<file path="src/rtl/ysyx_22051468_pc_ctrl.sv">
// Fetch PC owner and redirect controller.
// Issues fetch requests, flushes on redirect, halts on ebreak.
module ysyx_22051468_pc_ctrl #(
  parameter int unsigned    WIDTH        = 64,
  parameter logic [WIDTH-1:0] RESET_PC   = 64'h8000_0000,
  parameter int unsigned    FLUSH_CYCLES = 2,
  parameter int unsigned    CNT_WIDTH    = 32
) (
  input  logic                 clk,
  input  logic                 rst,
  input  logic                 branch_jump_en_i,
  input  logic [WIDTH-1:0]     branch_jump_addr_i,
  input  logic                 hold_pipeline_en_i,
  input  logic                 ebreak_i,
  input  logic                 if_ready_i,
  output logic [WIDTH-1:0]     pc_o,
  output logic                 pc_valid_o,
  output logic                 flush_o,
  output logic                 halted_o,
  output logic [CNT_WIDTH-1:0] redirect_cnt_o,
  output logic [CNT_WIDTH-1:0] fetch_cnt_o
);

  typedef enum logic [1:0] {
    RUN   = 2'd0,
    FLUSH = 2'd1,
    HALT  = 2'd2
  } state_t;

  localparam logic [2:0] FLUSH_INIT = 3'(FLUSH_CYCLES - 1);
  localparam logic [WIDTH-1:0] PC_STEP = WIDTH'(4);
  localparam logic [CNT_WIDTH-1:0] CNT_ONE = CNT_WIDTH'(1);

  state_t               state_q, state_d;
  logic [WIDTH-1:0]     pc_q, pc_d;
  logic [2:0]           fcnt_q, fcnt_d;
  logic [CNT_WIDTH-1:0] rcnt_q, rcnt_d;
  logic [CNT_WIDTH-1:0] fetch_q, fetch_d;

  logic do_halt;
  logic do_redir;
  logic do_hold;
  logic do_fetch;

  // Mutually exclusive RUN-state events in priority order
  always_comb begin
    do_halt  = ebreak_i;
    do_redir = branch_jump_en_i & ~ebreak_i;
    do_hold  = hold_pipeline_en_i & ~branch_jump_en_i & ~ebreak_i;
    do_fetch = if_ready_i & ~hold_pipeline_en_i
             & ~branch_jump_en_i & ~ebreak_i;
  end

  // Next-state, next-PC, counters and state-decoded outputs
  always_comb begin
    state_d    = state_q;
    pc_d       = pc_q;
    fcnt_d     = fcnt_q;
    rcnt_d     = rcnt_q;
    fetch_d    = fetch_q;
    pc_valid_o = 1'b0;
    flush_o    = 1'b0;
    halted_o   = 1'b0;
    unique case (state_q)
      RUN: begin
        pc_valid_o = 1'b1;
        unique case (1'b1)
          do_halt: begin
            state_d = HALT;
          end
          do_redir: begin
            flush_o = 1'b1;
            pc_d    = {branch_jump_addr_i[WIDTH-1:1], 1'b0};
            state_d = FLUSH;
            fcnt_d  = FLUSH_INIT;
            rcnt_d  = rcnt_q + CNT_ONE;
          end
          do_hold: begin
            pc_d = pc_q;
          end
          do_fetch: begin
            pc_d    = pc_q + PC_STEP;
            fetch_d = fetch_q + CNT_ONE;
          end
          default: begin
            pc_d = pc_q;
          end
        endcase
      end
      FLUSH: begin
        flush_o = 1'b1;
        if (fcnt_q == 3'd0) begin
          state_d = RUN;
        end else begin
          fcnt_d = fcnt_q - 3'd1;
        end
      end
      HALT: begin
        halted_o = 1'b1;
      end
      default: begin
        state_d = RUN;
      end
    endcase
  end

  // State and counter registers with synchronous reset
  always_ff @(posedge clk) begin
    if (rst) begin
      state_q <= RUN;
      pc_q    <= RESET_PC;
      fcnt_q  <= 3'd0;
      rcnt_q  <= '0;
      fetch_q <= '0;
    end else begin
      state_q <= state_d;
      pc_q    <= pc_d;
      fcnt_q  <= fcnt_d;
      rcnt_q  <= rcnt_d;
      fetch_q <= fetch_d;
    end
  end

  assign pc_o           = pc_q;
  assign redirect_cnt_o = rcnt_q;
  assign fetch_cnt_o    = fetch_q;

endmodule

</file>
<file path="config.mk">
export PLATFORM = sky130hd
export DESIGN_NAME = ysyx_22051468_pc_ctrl
export DESIGN_NICKNAME = d
export VERILOG_FILES = /design/src/rtl/ysyx_22051468_pc_ctrl.sv
export SDC_FILE = /design/constraint.sdc
export NUM_CORES = 1
export LEC_CHECK = 0
export CAP_MARGIN = 20
export CORE_ASPECT_RATIO = 1.25
export CORE_MARGIN = 1
export CORE_UTILIZATION = 44
export CTS_CLUSTER_DIAMETER = 60
export DETAILED_ROUTE_END_ITERATION = 10
export PLACE_DENSITY_LB_ADDON = 0.12
export SLEW_MARGIN = 20
export SYNTH_ARGS = -nofsm -noshare
export SYNTH_HDL_FRONTEND = slang
export SYNTH_SLANG_ARGS = --single-unit
</file>
<file path="constraint.sdc">
create_clock -name clk -period 2.1 [get_ports clk]
set_input_delay 0.42 -clock clk [delete_from_list [all_inputs] [get_ports clk]]
set_output_delay 0.42 -clock clk [all_outputs]
set_load 0.01 [all_outputs]
</file>
=== After elaboration in Yosys (flattened, before gate mapping) ===
Index checks and enable logic that the tools add are counted.

* $add $sub $neg: 4
* Eq/ne operators: 6
* Mux-type cells: 11
* Bitwise logic cells: 8
* Reductions and logical operators: 9

{| class="wikitable"
|+ Operator list
! cell !! count
|-
| 64-bit case mux with 2 select lines || 1
|-
| 32-bit by 1-bit adder with 32-bit output, second input constant || 2
|-
| 64-bit by 3-bit adder with 64-bit output, second input constant || 1
|-
| 3-bit 2-to-1 mux || 2
|-
| 2-bit != test, second input constant || 3
|-
| 2-bit case mux with 3 select lines || 1
|-
| 3-bit case mux with 2 select lines || 1
|-
| 2-bit AND reduction || 3
|-
| 3-bit AND reduction || 2
|-
| 1-bit AND || 4
|-
| 1-bit inverter || 4
|-
| 2-bit case mux with 2 select lines || 1
|-
| 2-bit nonzero test || 2
|-
| 3-bit logical NOT || 1
|-
| 1-bit 2-to-1 mux || 3
|-
| 3-bit != test, second input constant || 1
|-
| 3-bit by 1-bit subtractor with 3-bit output, second input constant || 1
|-
| 2-bit by 1-bit == test with 1-bit output, second input constant || 1
|-
| 2-bit == test, second input constant || 1
|-
| 2-bit logical NOT || 1
|-
| 2-bit 2-to-1 mux || 1
|-
| 1-bit case mux with 2 select lines || 1
|}

* Register bits after elaboration: 133
* Bits of input ports: 70
* Output and inout port bits: 131
* Logic and storage cells: 43

=== Longest topological paths before layout ===
* Depth after elaboration: 6
* Depth in mapped cells: 9
* Mapped depth without buffers: 8

=== Worst setup path before layout ===
OpenSTA, ideal clock, no wires.

* Path kind: in2reg
* From: input ebreak_i
* To: register pc_q[24] (netlist: pc_o[24])
* Setup time: 0.132 ns
* Arrival: 2.156 ns
* Required time: 1.968 ns
* Slack: -0.188 ns
* Stages on the path: 8
* Buffers on the path: 2
* Path through: buf_2 -> or4b_2 -> buf_2 -> nor2_2 -> nand3_1 -> o211ai_1 -> o31a_1 -> a21oi_1

* Longest elaborated chain between the ends: 4
* Elaborated cells on any way between the ends: 6
* Classes of those cells: 1 x mux; 3 x bitwise; 2 x reduce/logical

{| class="wikitable"
|+ Ends and longest elaborated chain
! element !! line !! source
|-
| from (decl) || 14 || <nowiki>input logic ebreak_i,</nowiki>
|-
| 1-bit inverter * || 48, 51 ||
|-
| 1-bit AND (on tied branches) || 48, 51 ||
|-
| 2-bit nonzero test (no source line) || -- ||
|-
| 2-bit AND reduction (no source line) || -- ||
|-
| to (signal assigned) || 117 || <nowiki>pc_q <= pc_d;</nowiki>
|-
| to (decl) || 35 || <nowiki>logic [WIDTH-1:0] pc_q, pc_d;</nowiki>
|}

Every way passes the cells marked *; elsewhere a longest branch is shown, timed or not.
A chain may end at the register's enable or synchronous reset.

=== Worst setup path after layout ===
* From: register pc_q[15] (netlist: pc_o[15])
* To: register pc_q[57] (netlist: pc_o[57])

* Longest elaborated chain between the ends: 2

{| class="wikitable"
|+ Ends and longest elaborated chain
! element !! line !! source
|-
| 64-bit by 3-bit adder with 64-bit output || 82 || <nowiki>pc_d = pc_q + PC_STEP;</nowiki>
|-
| 64-bit case mux with 2 select lines || 67 || <nowiki>unique case (1'b1)</nowiki>
|}

No other way between the ends.

==> run_results.csv <==
group,metric,value,unit
status,status,"finished, final reports clean",
synth,synthTopCellsByCount,"132 x dfxtp_1, 113 x nor2_1, 102 x nand2_1",
timing,drv_slew,0,
synth,async_flop_share,0,
critical_path,crit_chain,"nand4_1 -> nor4_4 -> buf_6 -> nand4_1 -> or3_1 -> mux2i_1 -> a221oi_1",
synth,ys_warn_count,0,
floorplan,die_h,144.9,um
finish,final_util,0.7056,
finish,layout.nets,1276,
grt,antenna_found_initial,1,
critical_path,cp_data_required_time,2.41,ns
placed_design,io_buffers,198,
clock_tree,cts_sinks,132,
timing,postLayoutSetupSlackWorst,0.06014,ns
clock_tree,htreeDepth,4,
synth,syn_nets,976,
drt,routed_via_density,5.728,
floorplan,dieArea,16850,um2
floorplan,die_w,116.3,um
clock_tree,clock_latency,0.42,ns
floorplan,core_area,15760,um2
floorplan,io_pins,201,
pwr,power,6.638,mW
synth,synthFlopType,"dfxtp_1",
clock_tree,clk_pin_slew,0.06,ns
finish,area_growth,54.73,%
synth,synth_cells,901,
grt,grt_max_degree,47,
synth,synthSimpleGateAreaFrac,0.3123,
timing,setup_viol,0,
grt,groute.usage.overall,0.2841,
critical_path,crit_path_end_kind,"flop",
drt,drt-initial-drc-count,694,
placed_design,dp_slack,-0.5656,ns
synth,synth_top_area_frac,0.3676,
timing,period_share,0.9714,
floorplan,start_util,0.4561,
synth,synthAdderAreaFrac,0.008703,
critical_path,start_kind,"flop",
timing,rsz0062_at_grt,"true",
drt,vias,8168,
synth,synth_top_area_cell,"dfxtp_1",
critical_path,slowest_stage,"dfxtp_2",
synth,synth_compound_area_frac,0.1584,
synth,synth_area,7188,um2
drt,wl_per_cell,16.76,um
timing,slew_headroom,0.5998,
clock_tree,tritoncts,"built",
synth,avgSynthCellArea,7.978,um2
synth,synth-seq-cells,132,
drt,wl,23.91,mm
timing,fin_skew,0.007948,ns
timing,fmax,490.2,MHz
drt,ant_nets,0,
grt,grt_pass1_wl,38.16,mm
timing,fin_hold_ws,0.3968,ns
synth,synth_edf_count,0,
synth,synth_xor_area_frac,0.07433,
clock_tree,cts_hold_buf,0,
synth,synth_area_leaders,"dfxtp_1 37%, nor2_1 5.9%, nand2_1 5.3%",
finish,final_layout_size_suffix_gt1_frac,0.1837,
placed_design,gp_congestion,0.9122,
pwr,p_leak,4.267,nW
critical_path,cpPeakStageDelay,0.37,ns
critical_path,cpMostUsedCell,"nand4_1",
synth,synthMuxAreaShare,0.03916,
hold_path,min-delay-path-class,"primary input to flop",
finish,diodes,0,
floorplan,core.rowCount,51,
synth,synth.distinct_cells,70,
drt,drc,0,
drt,drt-pass1-iter-count,5,
synth,synth_most_common_cell,"dfxtp_1",
synth,seq_area_frac_synth,0.3676,
clock_tree,numCtsBuffers,17,
grt,overflow,0,
grt,grt_pass1_vias,7786,
timing,worstMarginPinSlew,0.6002,ns
critical_path,worstPathMaxFanout,8,
critical_path,arrival,2.35,ns
pwr,power_density,596.8,nW/um2
timing,fin_crit,2.040,ns
finish,fill_cells,1303,
synth,synth_top_family_by_area,"simple AND/OR/NAND/NOR gates",
placed_design,hpwl,16.96,mm
pwr,ir_drop,599.0,uV
run,timing.max_cap.violations,0,
critical_path,crit_type,"flop to flop",
timing,hold_viol,0,
clock_tree,root_buffer,"clkbuf_16",
timing,setup-tns-final,0,ns
clock_tree,clockBufferDepth,2,
==> report_power, final <==
part           switching (mW)  total, mW  internal [mW]
combinational           0.471       1.00          0.529
sequential             0.0783       2.67           2.59
clock                    1.13       2.97           1.84
==> metrics by stage <==
step / instance area (um2) / instances
4_1_cts: 11030 / 1425
3_5_place_dp: 10360 / 1390
6_report: 11120 / 1426
3_3_place_gp: 10360 / 1390
2_1_floorplan: 7283 / 901
5_1_grt: 11120 / 1426
==> sequential cells by signal, indices dropped and copies added (netlist names) <==
signal and cells:
pc_o 63, state_q 2, redirect_cnt_o 32, fcnt_q 3
fetch_cnt_o 32
==> worst max-delay path, delay by kind of cell (launching register included) <==
family | cells | cell delay, ns
simple gates | 4 | 0.95
flops | 1 | 0.37
compound gates | 1 | 0.30
buf+inv | 1 | 0.18
mux | 1 | 0.13
==> routing by layer <==
layer  track usage  vias to the layer above  part of all wire
li1              -                     3881                 -
met1        0.3400                     3863              0.40
met2        0.4825                      364              0.50
met3       0.05305                       60             0.066
met4        0.1288                        0             0.032
met5             0                        -                 0
==> cell families (layout without fill, tap and decap cells) <==
logic type | count (synthesis) | after routing
simple gates | 430 | 430
compound gates | 174 | 174
flops | 132 | 132
buf+inv | 70 | 383
xor+xnor | 61 | 61
mux | 28 | 28
fa+ha+maj | 5 | 5
other cells | 1 | 1
==> area by class of cell <==
class	count	area (um2)	area share
Clock buffer	20	466.7	0.04196
Clock inverter	12	130.1	0.01170
Inverter	16	62.56	0.005625
Multi-Input combinational cell	699	4410	0.3966
Sequential cell	132	2656	0.2388
Tap cell	212	265.3	0.02385
Timing Repair Buffer	335	3131	0.2815
==> what timing repair did <==
item,4_1_cts,5_1_grt
buffers inserted,1,1
cloned,2,0
pin swaps,6,7
gates resized for setup,13,22
endpoints found under the setup margin,59,24
==> final timing paths <==
| kind | depth (start not counted) | from | slack, ns | end |
|---|---|---|---|---|
| worst max-delay path | 7 | pc_o[15] | 0.06 | pc_o[57] |
| worst min-delay path | 2 | rst | 0.40 | pc_o[55] |
| worst max register to register | 7 | pc_o[15] | 0.06 | pc_o[57] |
| worst min register to register | 2 | pc_o[1] | 0.48 | pc_o[1] |
==> cell usage in the layout (no fill, tap or decap), types with 4 or more instances in the layout <==
cell type	count
a32o_1	6
dfxtp_1	121
buf_12	7
nor4_4	7
nor4_2	4
nor3_2	6
dfxtp_2	11
and3_1	22
nand4_1	40
a31oi_1	8
a221oi_1	12
nand2_1	102
clkinvlp_4	5
a311oi_1	4
a21oi_1	58
a211oi_1	9
buf_4	125
o31ai_1	5
nor4_1	6
o21ai_0	28
a41o_1	4
mux2i_1	27
ha_1	5
a22oi_1	5
nand3_1	53
dlygate4sd2_1	4
nor2_1	112
inv_1	15
and2_1	7
buf_6	4
xor2_1	43
xnor2_1	18
clkbuf_16	17
nor3_1	22
and4_1	14
o22ai_1	11
clkdlybuf4s50_1	192
No activity file was read; power rests on OpenSTA's default activity.
